`src/rtl/and_or_sched_if.sv`:
```
// Bundle between the round-robin AND-OR scheduler and the requesters plus the shared
// AND-OR unit. The slave side is the scheduler; the master side drives requests and sop_y.
interface and_or_sched_if #(
    parameter int N_REQ = 4,
    parameter int CNT_W = 8
);
    logic [N_REQ-1:0]   req;
    logic [4*N_REQ-1:0] op;
    logic               sop_a;
    logic               sop_b;
    logic               sop_c;
    logic               sop_d;
    logic               sop_y;
    logic [N_REQ-1:0]   gnt;
    logic               busy;
    logic               y;
    logic [1:0]         y_id;
    logic               y_valid;
    logic [CNT_W-1:0]   cnt;

    modport master (
        output req, op, sop_y,
        input  sop_a, sop_b, sop_c, sop_d, gnt, busy, y, y_id, y_valid, cnt
    );

    modport slave (
        input  req, op, sop_y,
        output sop_a, sop_b, sop_c, sop_d, gnt, busy, y, y_id, y_valid, cnt
    );
endinterface

```
`src/rtl/and_or_sched.sv`:
```
// Round-robin scheduler sharing one combinational AND-OR unit among four requesters;
// one transaction every three cycles (IDLE -> ISSUE -> DONE).
module and_or_sched #(
    parameter int N_REQ = 4,
    parameter int CNT_W = 8
) (
    input  logic          clk,
    input  logic          rst_n,
    and_or_sched_if.slave bus
);
    typedef enum logic [1:0] {IDLE, ISSUE, DONE} state_t;

    state_t             state_reg;
    logic [1:0]         ptr_reg;
    logic [1:0]         win_idx_reg;
    logic [3:0]         sop_reg;
    logic [N_REQ-1:0]   gnt_reg;
    logic               busy_reg;
    logic               y_reg;
    logic [1:0]         y_id_reg;
    logic               y_valid_reg;
    logic [CNT_W-1:0]   cnt_reg;

    logic [3:0]         nibble [N_REQ];
    logic [N_REQ-1:0]   rot_req;
    logic [1:0]         win_ofs;
    logic [1:0]         win_next;
    logic [N_REQ-1:0]   gnt_next;

    // rot_req[0] is the requester at the pointer, so the lowest set bit is the winner.
    generate
        for (genvar gi = 0; gi < N_REQ; gi++) begin : g_req
            assign nibble[gi]  = bus.op[4*gi +: 4];
            assign rot_req[gi] = bus.req[ptr_reg + 2'(gi)];
        end
    endgenerate

    always_comb begin
        win_ofs = '0;
        for (int k = N_REQ - 1; k >= 0; k--) begin
            if (rot_req[k]) begin
                win_ofs = 2'(k);
            end
        end
        win_next = ptr_reg + win_ofs;
        gnt_next = N_REQ'(1) << win_next;
    end

    always_ff @(posedge clk) begin
        if (!rst_n) begin
            state_reg   <= IDLE;
            ptr_reg     <= '0;
            win_idx_reg <= '0;
            sop_reg     <= '0;
            gnt_reg     <= '0;
            busy_reg    <= 1'b0;
            y_reg       <= 1'b0;
            y_id_reg    <= '0;
            y_valid_reg <= 1'b0;
            cnt_reg     <= '0;
        end else begin
            case (state_reg)
                IDLE: begin
                    if (|bus.req) begin
                        sop_reg     <= nibble[win_next];
                        win_idx_reg <= win_next;
                        gnt_reg     <= gnt_next;
                        busy_reg    <= 1'b1;
                        state_reg   <= ISSUE;
                    end
                end
                ISSUE: begin
                    y_reg       <= bus.sop_y;
                    y_id_reg    <= win_idx_reg;
                    y_valid_reg <= 1'b1;
                    gnt_reg     <= '0;
                    state_reg   <= DONE;
                end
                DONE: begin
                    // Pointer moves past the winner so it gets lowest priority next round.
                    y_valid_reg <= 1'b0;
                    ptr_reg     <= win_idx_reg + 2'd1;
                    cnt_reg     <= cnt_reg + 1'b1;
                    busy_reg    <= 1'b0;
                    state_reg   <= IDLE;
                end
                default: begin
                    state_reg <= IDLE;
                end
            endcase
        end
    end

    assign bus.sop_a   = sop_reg[3];
    assign bus.sop_b   = sop_reg[2];
    assign bus.sop_c   = sop_reg[1];
    assign bus.sop_d   = sop_reg[0];
    assign bus.gnt     = gnt_reg;
    assign bus.busy    = busy_reg;
    assign bus.y       = y_reg;
    assign bus.y_id    = y_id_reg;
    assign bus.y_valid = y_valid_reg;
    assign bus.cnt     = cnt_reg;
endmodule

```
`src/flat_wrapper.sv`:
```
// flat-port wrapper written by rule: the top's interface ports become plain ports
module and_or_sched_flat 
#(
    parameter int N_REQ = 4,
    parameter int CNT_W = 8
)
  (clk, rst_n, bus_req, bus_op, bus_sop_y, bus_sop_a, bus_sop_b, bus_sop_c, bus_sop_d, bus_gnt, bus_busy, bus_y, bus_y_id, bus_y_valid, bus_cnt);
  and_or_sched_if #(.N_REQ(N_REQ), .CNT_W(CNT_W)) bus_i ();
  input  logic clk;
  input  logic rst_n;
  input wire logic [$bits(bus_i.req)-1:0] bus_req;
  input wire logic [$bits(bus_i.op)-1:0] bus_op;
  input wire logic [$bits(bus_i.sop_y)-1:0] bus_sop_y;
  output wire logic [$bits(bus_i.sop_a)-1:0] bus_sop_a;
  output wire logic [$bits(bus_i.sop_b)-1:0] bus_sop_b;
  output wire logic [$bits(bus_i.sop_c)-1:0] bus_sop_c;
  output wire logic [$bits(bus_i.sop_d)-1:0] bus_sop_d;
  output wire logic [$bits(bus_i.gnt)-1:0] bus_gnt;
  output wire logic [$bits(bus_i.busy)-1:0] bus_busy;
  output wire logic [$bits(bus_i.y)-1:0] bus_y;
  output wire logic [$bits(bus_i.y_id)-1:0] bus_y_id;
  output wire logic [$bits(bus_i.y_valid)-1:0] bus_y_valid;
  output wire logic [$bits(bus_i.cnt)-1:0] bus_cnt;
  assign bus_i.req = bus_req;
  assign bus_i.op = bus_op;
  assign bus_i.sop_y = bus_sop_y;
  assign bus_sop_a = bus_i.sop_a;
  assign bus_sop_b = bus_i.sop_b;
  assign bus_sop_c = bus_i.sop_c;
  assign bus_sop_d = bus_i.sop_d;
  assign bus_gnt = bus_i.gnt;
  assign bus_busy = bus_i.busy;
  assign bus_y = bus_i.y;
  assign bus_y_id = bus_i.y_id;
  assign bus_y_valid = bus_i.y_valid;
  assign bus_cnt = bus_i.cnt;
  and_or_sched #(.N_REQ(N_REQ), .CNT_W(CNT_W)) u_core (.clk(clk), .rst_n(rst_n), .bus(bus_i));
endmodule
```
`config.mk`:
```
export PLATFORM = sky130hd
export DESIGN_NAME = and_or_sched_flat
export DESIGN_NICKNAME = d
export VERILOG_FILES = /design/src/rtl/and_or_sched_if.sv /design/src/rtl/and_or_sched.sv /design/src/flat_wrapper.sv
export SDC_FILE = /design/constraint.sdc
export NUM_CORES = 1
export LEC_CHECK = 0
export CAP_MARGIN = 0
export CORE_MARGIN = 5
export CORE_UTILIZATION = 43
export DETAILED_ROUTE_END_ITERATION = 12
export PLACE_DENSITY_LB_ADDON = 0.3
export REMOVE_ABC_BUFFERS = 1
export SLEW_MARGIN = 40
export SYNTH_ARGS = -nofsm -noshare
export SYNTH_HDL_FRONTEND = slang
export SYNTH_SLANG_ARGS = --single-unit
```
`constraint.sdc`:
```
create_clock -name clk -period 2.2 [get_ports clk]
set_input_delay 0.33 -clock clk [delete_from_list [all_inputs] [get_ports clk]]
set_output_delay 0.33 -clock clk [all_outputs]
set_load 0.05 [all_outputs]
```
After elaboration in Yosys (flattened, before gate mapping)
Index checks and enable logic that the tools add are counted.
{ "totals": {"ff_bits": 27, "inputBits": 23, "elab_cells": 56} }
{ "classes": {"add_sub_neg": 6, "order_cmp": 5, "eq_ne": 3, "shifts": 1, "n_mux": 22, "bitwise": 1, "reduce_logical": 8} }
{ "op_table": {"columns": ["cell", "n"], "rows": [
  ["< comparator 2 x 3 -> 1 bit (second input constant)", 4],
  ["two-way mux 4 bit", 3],
  ["two-way mux 2 bit", 5],
  ["adder 8 x 1 -> 8 bit (second input constant)", 1],
  ["binary-select mux 1 bit (select 2 bit)", 4],
  ["binary-select mux 4 bit (select 2 bit)", 1],
  ["case mux 4 bit (2 select lines)", 1],
  ["AND reduction 2 bit", 3],
  ["nonzero test 2 bit", 3],
  ["two-way mux 1 bit", 5],
  ["adder 2 x 1 -> 2 bit (second input constant)", 2],
  ["adder 2 bit (second input constant)", 2],
  ["case mux 1 bit (2 select lines)", 2],
  ["case mux 2 bit (2 select lines)", 1],
  ["OR reduction 4 bit", 1],
  ["left shift 1 x 2 -> 4 bit (first input constant)", 1],
  ["greater-or-equal comparator 3 bit (second input constant)", 1],
  ["inverter 2 -> 3 bit", 1],
  ["adder 2 bit", 1],
  ["== test 2 x 1 -> 1 bit (second input constant)", 1],
  ["== test 2 bit (second input constant)", 1],
  ["logical NOT 2 bit", 1],
  ["!= test 2 x 1 -> 1 bit (second input constant)", 1]
]} }

Longest topological paths before layout
{ "logic_depth": {"ltp_word": 12, "ltp_mapped": 11} }

Least setup slack after synthesis
No wires, ideal clock.
{ "synth_path": {"kind": "input-to-reg", "startpoint": "input port bus_req[0]", "endpoint": "register u_core.sop_reg[2]", "setup_time_ps": 136, "t_arrival_ps": 2190, "required_ps": 2064, "setup_slack_ps": -126, "path_stages": 8, "n_path_buf": 2, "cell_sequence": "buf_2 or4_1 o2111ai_1 ha_1 buf_1 mux2_2 o21ai_1 o311ai_2"} }
{ "synth_between": {"elab_chain_cells": 11, "word_cells_on_any_way": 19} }
{ "synth_rtl": {"columns": ["item", "line_no", "rtl"], "rows": [
  ["start: declaration", "flat_wrapper.sv:11", "input wire logic [$bits(bus_i.req)-1:0] bus_req;"],
  ["binary-select mux 1 bit (select 2 bit)", "and_or_sched.sv:34", "assign rot_req[gi] = bus.req[ptr_reg + 2'(gi)];"],
  ["two-way mux 1 bit (implied by the code)", "and_or_sched.sv:34", null],
  ["two-way mux 2 bit (4 in series)", "and_or_sched.sv:41", "if (rot_req[k]) begin"],
  ["adder 2 bit", "and_or_sched.sv:45", "win_next = ptr_reg + win_ofs;"],
  ["inverter 2 -> 3 bit (implied by the code)", "and_or_sched.sv:65", "sop_reg <= nibble[win_next];"],
  ["binary-select mux 4 bit (select 2 bit)", "and_or_sched.sv:65", null],
  ["two-way mux 4 bit (implied by the code) (2 in series)", "and_or_sched.sv:65", null],
  ["end signal: assignment", "and_or_sched.sv:65", null],
  ["end: declaration", "and_or_sched.sv:16", "logic [3:0] sop_reg;"]
]} }
Several ways; a longest one is shown, not always the timed one. The select of a mux whose other input is x is not followed.
A chain may end at the register's enable or synchronous reset.

Worst setup path in the final report
{ "layout_path": {"startpoint": "register u_core.ptr_reg[0]", "endpoint": "register u_core.sop_reg[3]"} }
{ "layout_between": {"elab_chain_cells": 12, "word_cells_on_any_way": 20} }
{ "layout_rtl": {"columns": ["item", "line_no", "rtl"], "rows": [
  ["start: declaration", "and_or_sched.sv:14", "logic [1:0] ptr_reg;"],
  ["start signal: assignment", "and_or_sched.sv:82", "ptr_reg <= win_idx_reg + 2'd1;"],
  ["adder 2 bit", "and_or_sched.sv:34", null],
  ["binary-select mux 1 bit (select 2 bit)", "and_or_sched.sv:34", null],
  ["two-way mux 1 bit (implied by the code)", "and_or_sched.sv:34", null],
  ["two-way mux 2 bit (4 in series)", "and_or_sched.sv:41", null],
  ["adder 2 bit *", "and_or_sched.sv:45", null],
  ["inverter 2 -> 3 bit (implied by the code) *", "and_or_sched.sv:65", null],
  ["binary-select mux 4 bit (select 2 bit) *", "and_or_sched.sv:65", null],
  ["two-way mux 4 bit (implied by the code) * (2 in series)", "and_or_sched.sv:65", null]
]} }
Every way passes the cells marked *; elsewhere a longest branch is shown, timed or not. The select of a mux whose other input is x is not followed.

==> results.py <==
metrics = {
    "run_status": {
        "status": "complete, no violations",
    },
    "sta": {
        "fmax_mhz": 485.1,
        "worstMarginPinSlew_ps": 514.3,
        "timing.hold.ws_ps": 464.9,
        "slew_headroom_pct": 65.61,
        "rsz0062_at_grt": "false",
        "clock_skew_ps": 4.066,
        "slew_violations": 0,
        "setup_viol": 0,
        "hold_violations": 0,
        "period_needed_ps": 2062,
        "fin_crit_sh_pct": 93.71,
    },
    "floorplanning": {
        "die_area_um2": 5018,
        "core_um2": 3633,
        "rows": 22,
        "initial_core_util_pct": 43.80,
        "ios": 44,
        "dieWidth_um": 70.84,
        "die_h_um": 70.84,
    },
    "yosys": {
        "yosysMostFrequentCell": "dfxtp_1",
        "syn-cell-area_um2": 1592,
        "async_flop_share_pct": 0,
        "synth_flop_cell": "dfxtp_1",
        "synth_cells": 181,
        "yosysWarnings": 0,
        "synth_area_per_cell_um2": 8.793,
        "yosysUniqueCellTypes": 45,
        "synth_edf_count": 0,
        "synthTopCellsByCount": "dfxtp_1, nand2_1, nor2_1",
        "ys_seq_area_share_pct": 33.96,
        "synth.area.top_cells": "dfxtp_1, mux2i_1, ha_1",
        "synth-seq-cells": 27,
        "synth_area_leader_cell": "dfxtp_1",
        "synth_top_area_share_pct": 33.96,
    },
    "finish": {
        "nets": 272,
        "utilization_pct": 63.81,
        "stdcell_area_um2": 2318,
        "diodes": 0,
        "largest_register_ff_count": 8,
        "layout-drive-gt1-share_pct": 17.84,
        "instances_no_fill": 289,
        "area_growth_pct": 45.68,
        "layout.filler_cells": 323,
    },
    "route": {
        "drtPass1Iterations": 4,
        "wl_um": 3766,
        "vias_per_cell": 5.125,
        "dr.first_iter.drc_count": 92,
        "drc": 0,
        "antenna_left": 0,
        "avgRoutedWirePerCell_um": 13.03,
        "vias": 1481,
    },
    "power": {
        "p_per_area_nw_per_um2": 599.5,
        "p_total_mw": 1.390,
        "ir_drop_mv": 0.3851,
        "p_leak_nw": 0.8964,
    },
    "critical_path": {
        "slowest_stage": "or4_1",
        "crit_type": "reg2reg",
        "cp.arrival_ps": 2230,
        "r2r-start": "u_core.ptr_reg[0]",
        "reg2reg_depth": 9,
        "crit_family": "simple AND/OR/NAND/NOR gates",
        "cp_num_buf_inv": 1,
        "end_kind": "register",
        "worstPathMaxFanout": 7,
        "r2r_setup_slack_ps": 140,
        "crit_required_ps": 2370,
        "startpoint_type": "register",
        "rr_endpoint": "u_core.sop_reg[3]",
        "critPathMaxStageDelay_ps": 530,
        "crit_chain": "or4_1 -> o2111ai_2 -> ha_4 -> xor2_4 -> nand2b_4 -> buf_4 -> nor2_1 -> a21oi_1 -> nand3_1",
    },
    "clock_network": {
        "cts_buffers": 3,
        "clk_latency_ps": 270,
        "postCtsHoldBufs": 0,
        "path_clk_slew_ps": 90,
        "htree_levels": 1,
        "cts.path.max_buffers": 2,
        "clockRootBuffer": "clkbuf_8",
        "cts_sinks": 27,
        "cts_tree": "done",
        "cts_setup_buffers": 0,
    },
    "min_path": {
        "hold_class": "reg2reg",
        "min_path_cells": 2,
        "worstHoldStart": "u_core.sop_reg[3]",
        "min_to": "u_core.sop_reg[3]",
    },
    "placed_design": {
        "place_inst": 285,
        "place_congestion": 0.8163,
        "place_area_um2": 2206,
        "hpwl_um": 2788,
        "port_buffers": 43,
    },
    "global_routing": {
        "grt_max_degree": 17,
        "antenna_found_initial": 0,
        "grt_pass1_wl_um": 6555,
        "overflow": 0,
        "grt.total_usage_pct": 15.57,
        "grt_pass1_vias": 1497,
    },
    "flow_run": {
        "maxCapViolCount": 0,
    },
}
## tightest hold or removal path, cell delays in order, from the launching register on
cell	delay (ps)
dfxtp_1	320
nand2_1	50
nand3_1	50
## cell type report
| cell class | instances | area (µm²) | area share, % |
|---|---|---|---|
| multi-input cells | 142 | 1065 | 45.93 |
| repair buffers | 65 | 594.3 | 25.63 |
| flip-flops and latches | 27 | 541.8 | 23.37 |
| well taps | 48 | 60.06 | 2.590 |
| clock buffers | 3 | 41.29 | 1.781 |
| inverters | 3 | 11.26 | 0.4857 |
| clock inverters | 1 | 5.005 | 0.2159 |
## logic make-up after synthesis
kind of cell               count (synthesis)  synth area share (%)
DFF                                       27                 33.96
adders and majority gates                  7                 5.503
and+or+nand+nor                           73                 23.90
AOI/OAI and AO/OA                         40                 19.58
xor gates and xnor gates                   8                 4.875
buffers and inverters                     12                 3.301
muxes                                     14                 8.883
## stage by stage
stage                     setup TNS, ps  setup slack (ps)
final                                 0             138.4
after global routing                  0             4.122
after global placement            -3478            -451.4
after CTS                             0             9.774
after detailed placement          -3587            -462.2
after floorplan                       0             35.81
## timing repair
item	in CTS	in global routing
pin swaps	1	2
endpoints found under the setup margin	9	9
endpoints found under the hold margin	0	0
gates resized for setup	9	7
## power by group
| group | switching, mW | internal, mW | leakage [nW] |
|---|---|---|---|
| Sequential | 0.0290 | 0.533 | 0.221 |
| Clock | 0.156 | 0.127 | 0.0255 |
| Combinational | 0.298 | 0.248 | 0.650 |
## routing by layer
layer	GRT usage (%)	vias to the layer above	share of wire, %
li1	-	761	-
met1	20.29	675	49
met2	24.92	41	43
met3	3.977	4	6.2
met4	5.428	0	0.96
met5	0	-	0
## layout by cell type, fill, tap and decap left out, drive strengths merged, types with 2 or more instances in the layout
cell            n
clkdlybuf4s50  39
nor3            2
nand2          16
nand4           3
a21oi          10
a211oi          6
nor2b          13
or3             3
nor2           18
a21boi          2
ha              7
and2            8
inv             3
nand3           5
xor2            3
o21ai           8
a22oi           2
clkbuf          3
a32o            2
mux2i          13
dlygate4sd2     3
buf            22
xnor2           5
dfxtp          27
## worst max-delay path by stage
| stage | from | end | slack [ps] | cells past startpoint |
|---|---|---|---|---|
| 2_1_floorplan | u_core.ptr_reg[0] | u_core.sop_reg[2] | 40 | 8 |
| 3_3_place_gp | bus_req[0] | u_core.sop_reg[2] | -450 | 8 |
| 3_5_place_dp | bus_req[0] | u_core.sop_reg[2] | -460 | 8 |
| 4_1_cts | bus_req[2] | u_core.sop_reg[1] | 10 | 10 |
| 5_1_grt | u_core.ptr_reg[0] | u_core.sop_reg[1] | 4 | 9 |
| 6_report | u_core.ptr_reg[0] | u_core.sop_reg[3] | 140 | 9 |
No activity file was read; power rests on OpenSTA's default activity.
